$ cat src/rtl/shift_reg.sv
// shift_reg: parameterised serial-in/serial-out shift register with a
// synchronous parallel load. Used as a serialiser/deserialiser building block.
//
// Parameters
//   WIDTH    register length in bits (2..64)
//
// Ports
//   clk      rising-edge clock
//   rst      asynchronous, active-high reset (clears the register)
//   in_bit   serial data in
//   w_data   parallel load value
//   w_en     parallel load enable; has priority over shifting
//   out_bit  serial data out
//   q        parallel view of the register contents
//
// Build option
//   SHIFTREG_LSB_FIRST_EN  when defined, data enters at the MSB, shifts toward
//                          bit 0, and out_bit is bit 0. Load, reset and q are
//                          unchanged. When undefined, data enters at bit 0,
//                          shifts toward the MSB, and out_bit is bit WIDTH-1.

module shift_reg #(
    parameter int WIDTH = 8
) (
    input  logic             clk,
    input  logic             rst,
    input  logic             in_bit,
    input  logic [WIDTH-1:0] w_data,
    input  logic             w_en,
    output logic             out_bit,
    output logic [WIDTH-1:0] q
);

    logic [WIDTH-1:0] sr;

    always_ff @(posedge clk or posedge rst) begin
        if (rst) begin
            sr <= '0;
        end else if (w_en) begin
            sr <= w_data;
        end else begin
`ifdef SHIFTREG_LSB_FIRST_EN
            sr <= {in_bit, sr[WIDTH-1:1]};
`else
            sr <= {sr[WIDTH-2:0], in_bit};
`endif
        end
    end

    // Both outputs are taken straight from the register. There is no
    // combinational path from any input.
`ifdef SHIFTREG_LSB_FIRST_EN
    assign out_bit = sr[0];
`else
    assign out_bit = sr[WIDTH-1];
`endif
    assign q = sr;

endmodule

$ cat config.mk
export PLATFORM = sky130hd
export DESIGN_NAME = shift_reg
export DESIGN_NICKNAME = d
export VERILOG_FILES = /design/src/rtl/shift_reg.sv
export SDC_FILE = /design/constraint.sdc
export NUM_CORES = 1
export LEC_CHECK = 0
export CAP_MARGIN = 10
export CORE_AREA = 2 2 39 41
export DETAILED_ROUTE_END_ITERATION = 10
export DIE_AREA = 0 0 41 43
export PLACE_DENSITY = 0.63
export SLEW_MARGIN = 30
export SYNTH_ARGS = -nofsm -noshare
export SYNTH_HDL_FRONTEND = slang
export SYNTH_SLANG_ARGS = --single-unit
$ cat constraint.sdc
create_clock -name clk -period 2 [get_ports clk]
set_clock_uncertainty 0.15 [all_clocks]
set_input_delay 0.4 -clock clk [delete_from_list [all_inputs] [get_ports clk]]
set_output_delay 0.4 -clock clk [all_outputs]
set_load 0.01 [all_outputs]
==> results of run 1 <==
==> per-layer routing <==
| metal | vias up | track usage [%] | share of wire (%) |
|---|---|---|---|
| met5 | - | 0 | 0 |
| met4 | 0 | 6.00 | 0 |
| met3 | 0 | 5.24 | 15 |
| met2 | 21 | 12.8 | 42 |
| met1 | 108 | 11.3 | 43 |
| li1 | 105 | - | - |
==> through the flow <==
| step | instances | power [mW] | util [%] |
|---|---|---|---|
| 4_1_cts | 56 | 0.413 | 41.0 |
| 6_report | 56 | 0.401 | 41.0 |
| 5_1_grt | 56 | 0.427 | 41.0 |
| 3_3_place_gp | 53 | 0.288 | 39.3 |
| 2_1_floorplan | 19 | 0.233 | - |
| 3_5_place_dp | 53 | 0.289 | 39.3 |
==> layout make-up <==
class                           instances  area share, %
Sequential cell                         8           35.3
Timing Repair Buffer                   20           35.3
Multi-Input combinational cell          8           21.2
Clock buffer                            3           3.97
Tap cell                               16           3.53
Inverter                                1          0.662
==> power groups by stage <==
| stage | combinational [mW] | clock [mW] | sequential, mW |
|---|---|---|---|
| floorplan | 0.0371 | 0 | 0.196 |
| global placement | 0.0998 | 0 | 0.189 |
| detailed placement | 0.100 | 0 | 0.188 |
| CTS | 0.101 | 0.126 | 0.186 |
| global route | 0.107 | 0.132 | 0.187 |
| finish | 0.0996 | 0.116 | 0.186 |
==> cells in the final DEF (no fill, tap or decap) <==
master / instances
mux2_4: 8
inv_1: 1
clkdlybuf4s50_1: 20
dfrtp_1: 8
clkbuf_4: 3
==> logic make-up after synthesis <==
family                 count (synthesis)  synth area share, %
muxes                                  8                 35.0
DFF                                    8                 58.4
buffers and inverters                  3                 6.57
==> worst min-delay path by stage <==
stage / end / slack, ns / cells past startpoint
2_1_floorplan: q[0] / 0.07 / 1
3_3_place_gp: q[6] / 0.35 / 1
3_5_place_dp: q[6] / 0.35 / 1
4_1_cts: q[5] / 0.25 / 2
5_1_grt: q[0] / 0.28 / 2
6_report: q[5] / 0.25 / 2
==> metrics.md, run 1 <==
| Metric | Value |
|---|---|
| Hold WC Path Type | `in -> async` |
| Cell Area, Synth | `about 340 µm²` |
| Cell Pwr Density | `708 nW/µm²` |
| Wire per inst | `12.2 µm` |
| CTS Buf Count | `3` |
| Max reg flops | `8` |
| Crit path buf inv count | `1` |
| Detailed Place HPWL | `518 µm` |
| Seq/Total Area, Yosys | `58.4%` |
| Die Y | `43 µm` |
| Setup violators final | `0` |
| First-pass GRT wire length | `1.07 mm` |
| CTS Buffer Depth | `2` |
| Top area cells in the synthesized netlist | `dfrtp_1 58%, mux2_4 35%, buf_6 3.3%` |
| GRT overflow | `0` |
| Worst R2R Start | `q[2]` |
| Post-synth ARST share | `100%` |
| RR Endpoint | `q[3]` |
| First-pass DRT Iterations | `1` |
| Yosys top cell area share | `58.4%` |
| Root Driver | `clkbuf_4` |
| Crit-path cells | `clkdlybuf4s50_1` |
| Family with the most delay on the worst path | `buffers and inverters` |
| Critical-path maximum fanout | `2` |
| Die width | `41 µm` |
| Worst Path Required | `1.45 ns` |
| GRT Total Usage | `9.53%` |
| I/O pin count | `21` |
| Kind of critical path | `reg -> out` |
| Post-CTS Setup Bufs | `0` |
| Multi-input gate area | `120 µm²` |
| CP Launch Type | `register` |
| EDFF count, synth | `0` |
| Synth area leader | `dfrtp_1` |
| Setup TNS | `0 ns` |
| Peak Freq | `591 MHz` |
| Fin. max-slew vios | `0` |
| Final nets | `54` |
| Outcome | `finished clean` |
| RSZ-0062 raised after global routing | `no` |
| Die Area | `between 1500 and 2000 µm²` |
| Critical Path Max Stage Delay | `between 0.5 and 0.6 ns` |
| Maximum VDD drop | `0.000234 V` |
| Worst R2R Path Depth | `1` |
| Initial antenna violation count | `0` |
| Combinational power share | `24.8%` |
| Fin crit period | `around 1.7 ns` |
| CTS H-tree depth | `1` |
| Lkg Pwr | `0.256 nW` |
| DRT iter0 DRCs | `0` |
| Syn avg cell area | `18.0 µm²` |
| Hold WS | `0.250 ns` |
| Fraction of power consumed by sequential logic | `46.4%` |
| P_sw | `0.0849 mW` |
| I/O Buffers | `20` |
| CTS resizes | `0` |
| Via count | `234` |
| Dpl cell area | `roughly 540 µm²` |
| List of most frequent post-synthesis cells | `8 x dfrtp_1, 8 x mux2_4, 1 x buf_4, 1 x buf_6, 1 x inv_1` |
| Slowest CP cell | `clkdlybuf4s50_1` |
| Synth Flop Type | `dfrtp_1` |
| Pint | `0.316 mW` |
| Yosys cell types | `5` |
| Placer Congestion | `0.614` |
| DRC viols | `0` |
| Crit path launch | `q[2]` |
| # diodes | `0` |
| Layout cell share with drive strength beyond 1 | `27.5%` |
| Worst slew pin tran | `approximately 0.5 ns` |
| Via density | `4.18` |
| Final Instance Area | `567 µm²` |
| CORE AREA | `around 1400 µm²` |
| Worst-Skew Late Latency | `0.24 ns` |
| Clock share of power | `28.8%` |
| Post-route setup slack | `approximately 0.31 ns` |
| Std cell rows | `14` |
| Final hold violation count | `0` |
| Synth warn | `0` |
| Post-Syn Instances | `19` |
| Starting density of the core | `around 25%` |
| Antenna Nets Post-Route | `0` |
| Vias in the first global route | `250` |
| Filler cells | `~130` |
| Syn Nets | `31` |
| Flop2flop setup slack | `1.08 ns` |
| Place WS | `between 0.15 and 0.2 ns` |
| CTS Sinks | `8` |
| Worst slew margin | `between 60% and 70%` |
| DRT Wirelength | `683 µm` |
| Largest net degree at the start of global routing | `9` |
| Critical path depth | `1` |
| Yosys reg bits | `8` |
| Storage cell area | `200 µm²` |
| Syn-to-layout area delta | `65.3%` |
| Reg clk slew, reported paths | `approximately 0.050 ns` |
| Worst setup EP type | `output pin` |
| Worst Path Arrival | `roughly 1.1 ns` |
| Cts hold-fix bufs | `0` |
| Final worst path period share | `84.7%` |
| Sw Share | `approximately a fifth` |
| CTS tree | `done` |
| CP Capture Point | `q[2]` |
| Max cap viols | `0` |
Note: power is estimated with default switching activity, not from simulation.
==> inputs of run 2 (changes only) <==
==> constraint.sdc (replaced) <==
create_clock -name clk -period 1.6 [get_ports clk]
set_clock_uncertainty 0.15 [all_clocks]
set_input_delay 0.32 -clock clk [delete_from_list [all_inputs] [get_ports clk]]
set_output_delay 0.32 -clock clk [all_outputs]
set_load 0.01 [all_outputs]
==> metrics.md, run 2 (synthesized netlist as in run 1, its figures left out) <==
| Metric | Value |
|---|---|
| Outcome | `finished clean` |
| Placer Congestion | `0.610 (-0.62%)` |
| Crit-path cells | `dlygate4sd2_1` |
| DRC viols | `0 (unchanged)` |
| # diodes | `0 (unchanged)` |
| Syn-to-layout area delta | `71.2%` |
| DRT iter0 DRCs | `0 (unchanged)` |
| Family with the most delay on the worst path | `flip-flops` |
| Fin crit period | `1.38 ns` |
| Via count | `234 (unchanged)` |
| Worst slew margin | `79.1% (+13 points)` |
| First-pass GRT wire length | `1.08 mm (+1.3%)` |
| Final hold violation count | `0 (unchanged)` |
| Setup violators final | `0 (unchanged)` |
| Die Y | `43 µm (unchanged)` |
| Peak Freq | `slightly above 700 MHz` |
| Via density | `4.11 (-1.8%)` |
| Worst Path Arrival | `0.91 ns (-0.23 ns)` |
| CTS tree | `done` |
| CTS Buf Count | `3 (unchanged)` |
| CP Launch Type | `register` |
| Hold WC Path Type | `in -> async` |
| RSZ-0062 raised after global routing | `no` |
| First-pass DRT Iterations | `1 (unchanged)` |
| Std cell rows | `14 (unchanged)` |
| Die Area | `1760 µm² (unchanged)` |
| DRT Wirelength | `746 µm (+9.2%)` |
| Max cap viols | `0 (unchanged)` |
| CTS H-tree depth | `1 (unchanged)` |
| Filler cells | `132 (+2.3%)` |
| Antenna Nets Post-Route | `0 (unchanged)` |
| I/O pin count | `21 (unchanged)` |
| Max reg flops | `8 (unchanged)` |
| Largest net degree at the start of global routing | `9 (unchanged)` |
| Most common cell after layout, fill and taps aside | `clkdlybuf4s50_1` |
| Worst Path Required | `1.13 ns (-0.32 ns)` |
| Setup TNS | `0 ns (unchanged)` |
| Critical-path maximum fanout | `2 (unchanged)` |
| GRT overflow | `0 (unchanged)` |
| Final worst path period share | `86.6%` |
| Place WS | `0.0418 ns (-0.139 ns)` |
| Dpl cells | `54 (+1.9%)` |
| Kind of critical path | `reg -> out` |
| Non-Filler Instances | `57 (+1.8%)` |
| Fin. max-slew vios | `0 (unchanged)` |
| Slowest CP cell | `dfrtp_1` |
| Root Driver | `clkbuf_4` |
| Cell Pwr Density | `847 nW/µm² (+20%)` |
| Die width | `41 µm (unchanged)` |
| Detailed Place HPWL | `595 µm (+15%)` |
| CTS Sinks | `8 (unchanged)` |
| Vias in the first global route | `260 (+4.0%)` |
| CTS Buffer Depth | `2 (unchanged)` |
| Critical Path Max Stage Delay | `0.38 ns (-0.16 ns)` |
| Reg clk slew, reported paths | `0.05 ns (about the same)` |
| Worst slew pin tran | `0.313 ns (-0.186 ns)` |
| Final nets | `55 (+1.9%)` |
| Layout cell share with drive strength beyond 1 | `29.3% (+1.8 points)` |
| Worst-Skew Late Latency | `0.24 ns (about the same)` |
| Worst setup EP type | `output pin` |
| Crit path buf inv count | `1 (unchanged)` |
| CORE AREA | `1380 µm² (unchanged)` |
| Maximum VDD drop | `0.000351 V (+50%)` |
| GRT Total Usage | `9.43% (-0.10 points)` |
| I/O Buffers | `20 (unchanged)` |
| Starting density of the core | `24.8% (unchanged)` |
| Wire per inst | `13.1 µm (+7.3%)` |
| Most frequent cells in the layout | `11 x clkdlybuf4s50_1, 8 x mux2_4, 8 x dfrtp_1` |
| Cts hold-fix bufs | `0 (unchanged)` |
| Initial antenna violation count | `0 (unchanged)` |
| Lkg Pwr | `0.302 nW (+18%)` |
| Post-route setup slack | `0.215 ns (-0.0917 ns)` |
## run 2: where the power goes
part           total (mW)  leakage [nW]  switching, mW  internal, mW
registers           0.231        0.0933        0.00944         0.222
logic               0.118         0.194         0.0380        0.0803
clock network       0.147        0.0138         0.0616        0.0854
## run 2: layer usage
metal  share of wire (%)  track usage, %  vias up
met5                   0               0        -
li1                    -               -      106
met1                  41            10.3      107
met3                  15            4.19        0
met4                   0            4.00        0
met2                  44            15.0       21
## run 2: what timing repair did
item	4_1_cts	5_1_grt
gates resized for setup	6	3
endpoints found under the setup margin	6	3
endpoints found under the hold margin	0	0
setup buffers	0	0
## run 2: cell type report
type | count | area [µm²] | area share (%)
multi-input cells | 8 | 120 | 20.5
flip-flops and latches | 8 | 200 | 34.1
clock buffers | 3 | 22.5 | 3.84
repair buffers | 21 | 220 | 37.5
well taps | 16 | 20.0 | 3.41
inverters | 1 | 3.75 | 0.640
## run 2: worst paths after layout
path                            slack (ns)    to  start  cells after the start
worst max-delay path                  0.22  q[0]   q[0]                      1
worst min-delay path                  0.18  q[0]    rst                      2
worst max register to register        0.69  q[1]   q[0]                      1
worst min register to register        0.35  q[4]   q[3]                      1
max in group asynchronous             0.89  q[2]    rst                      2
min in group clk                      0.35  q[4]   q[3]                      1
## run 2: stage by stage
stage               instance area (µm²)  power (mW)  hold slack, ns  util (%)
floorplan                           343       0.291         -0.0143         -
global placement                    564       0.366           0.352      40.8
detailed placement                  564       0.368           0.350      40.8
CTS                                 579       0.507           0.185      41.9
global route                        587       0.524           0.215      42.4
finish                              587       0.497           0.177      42.4
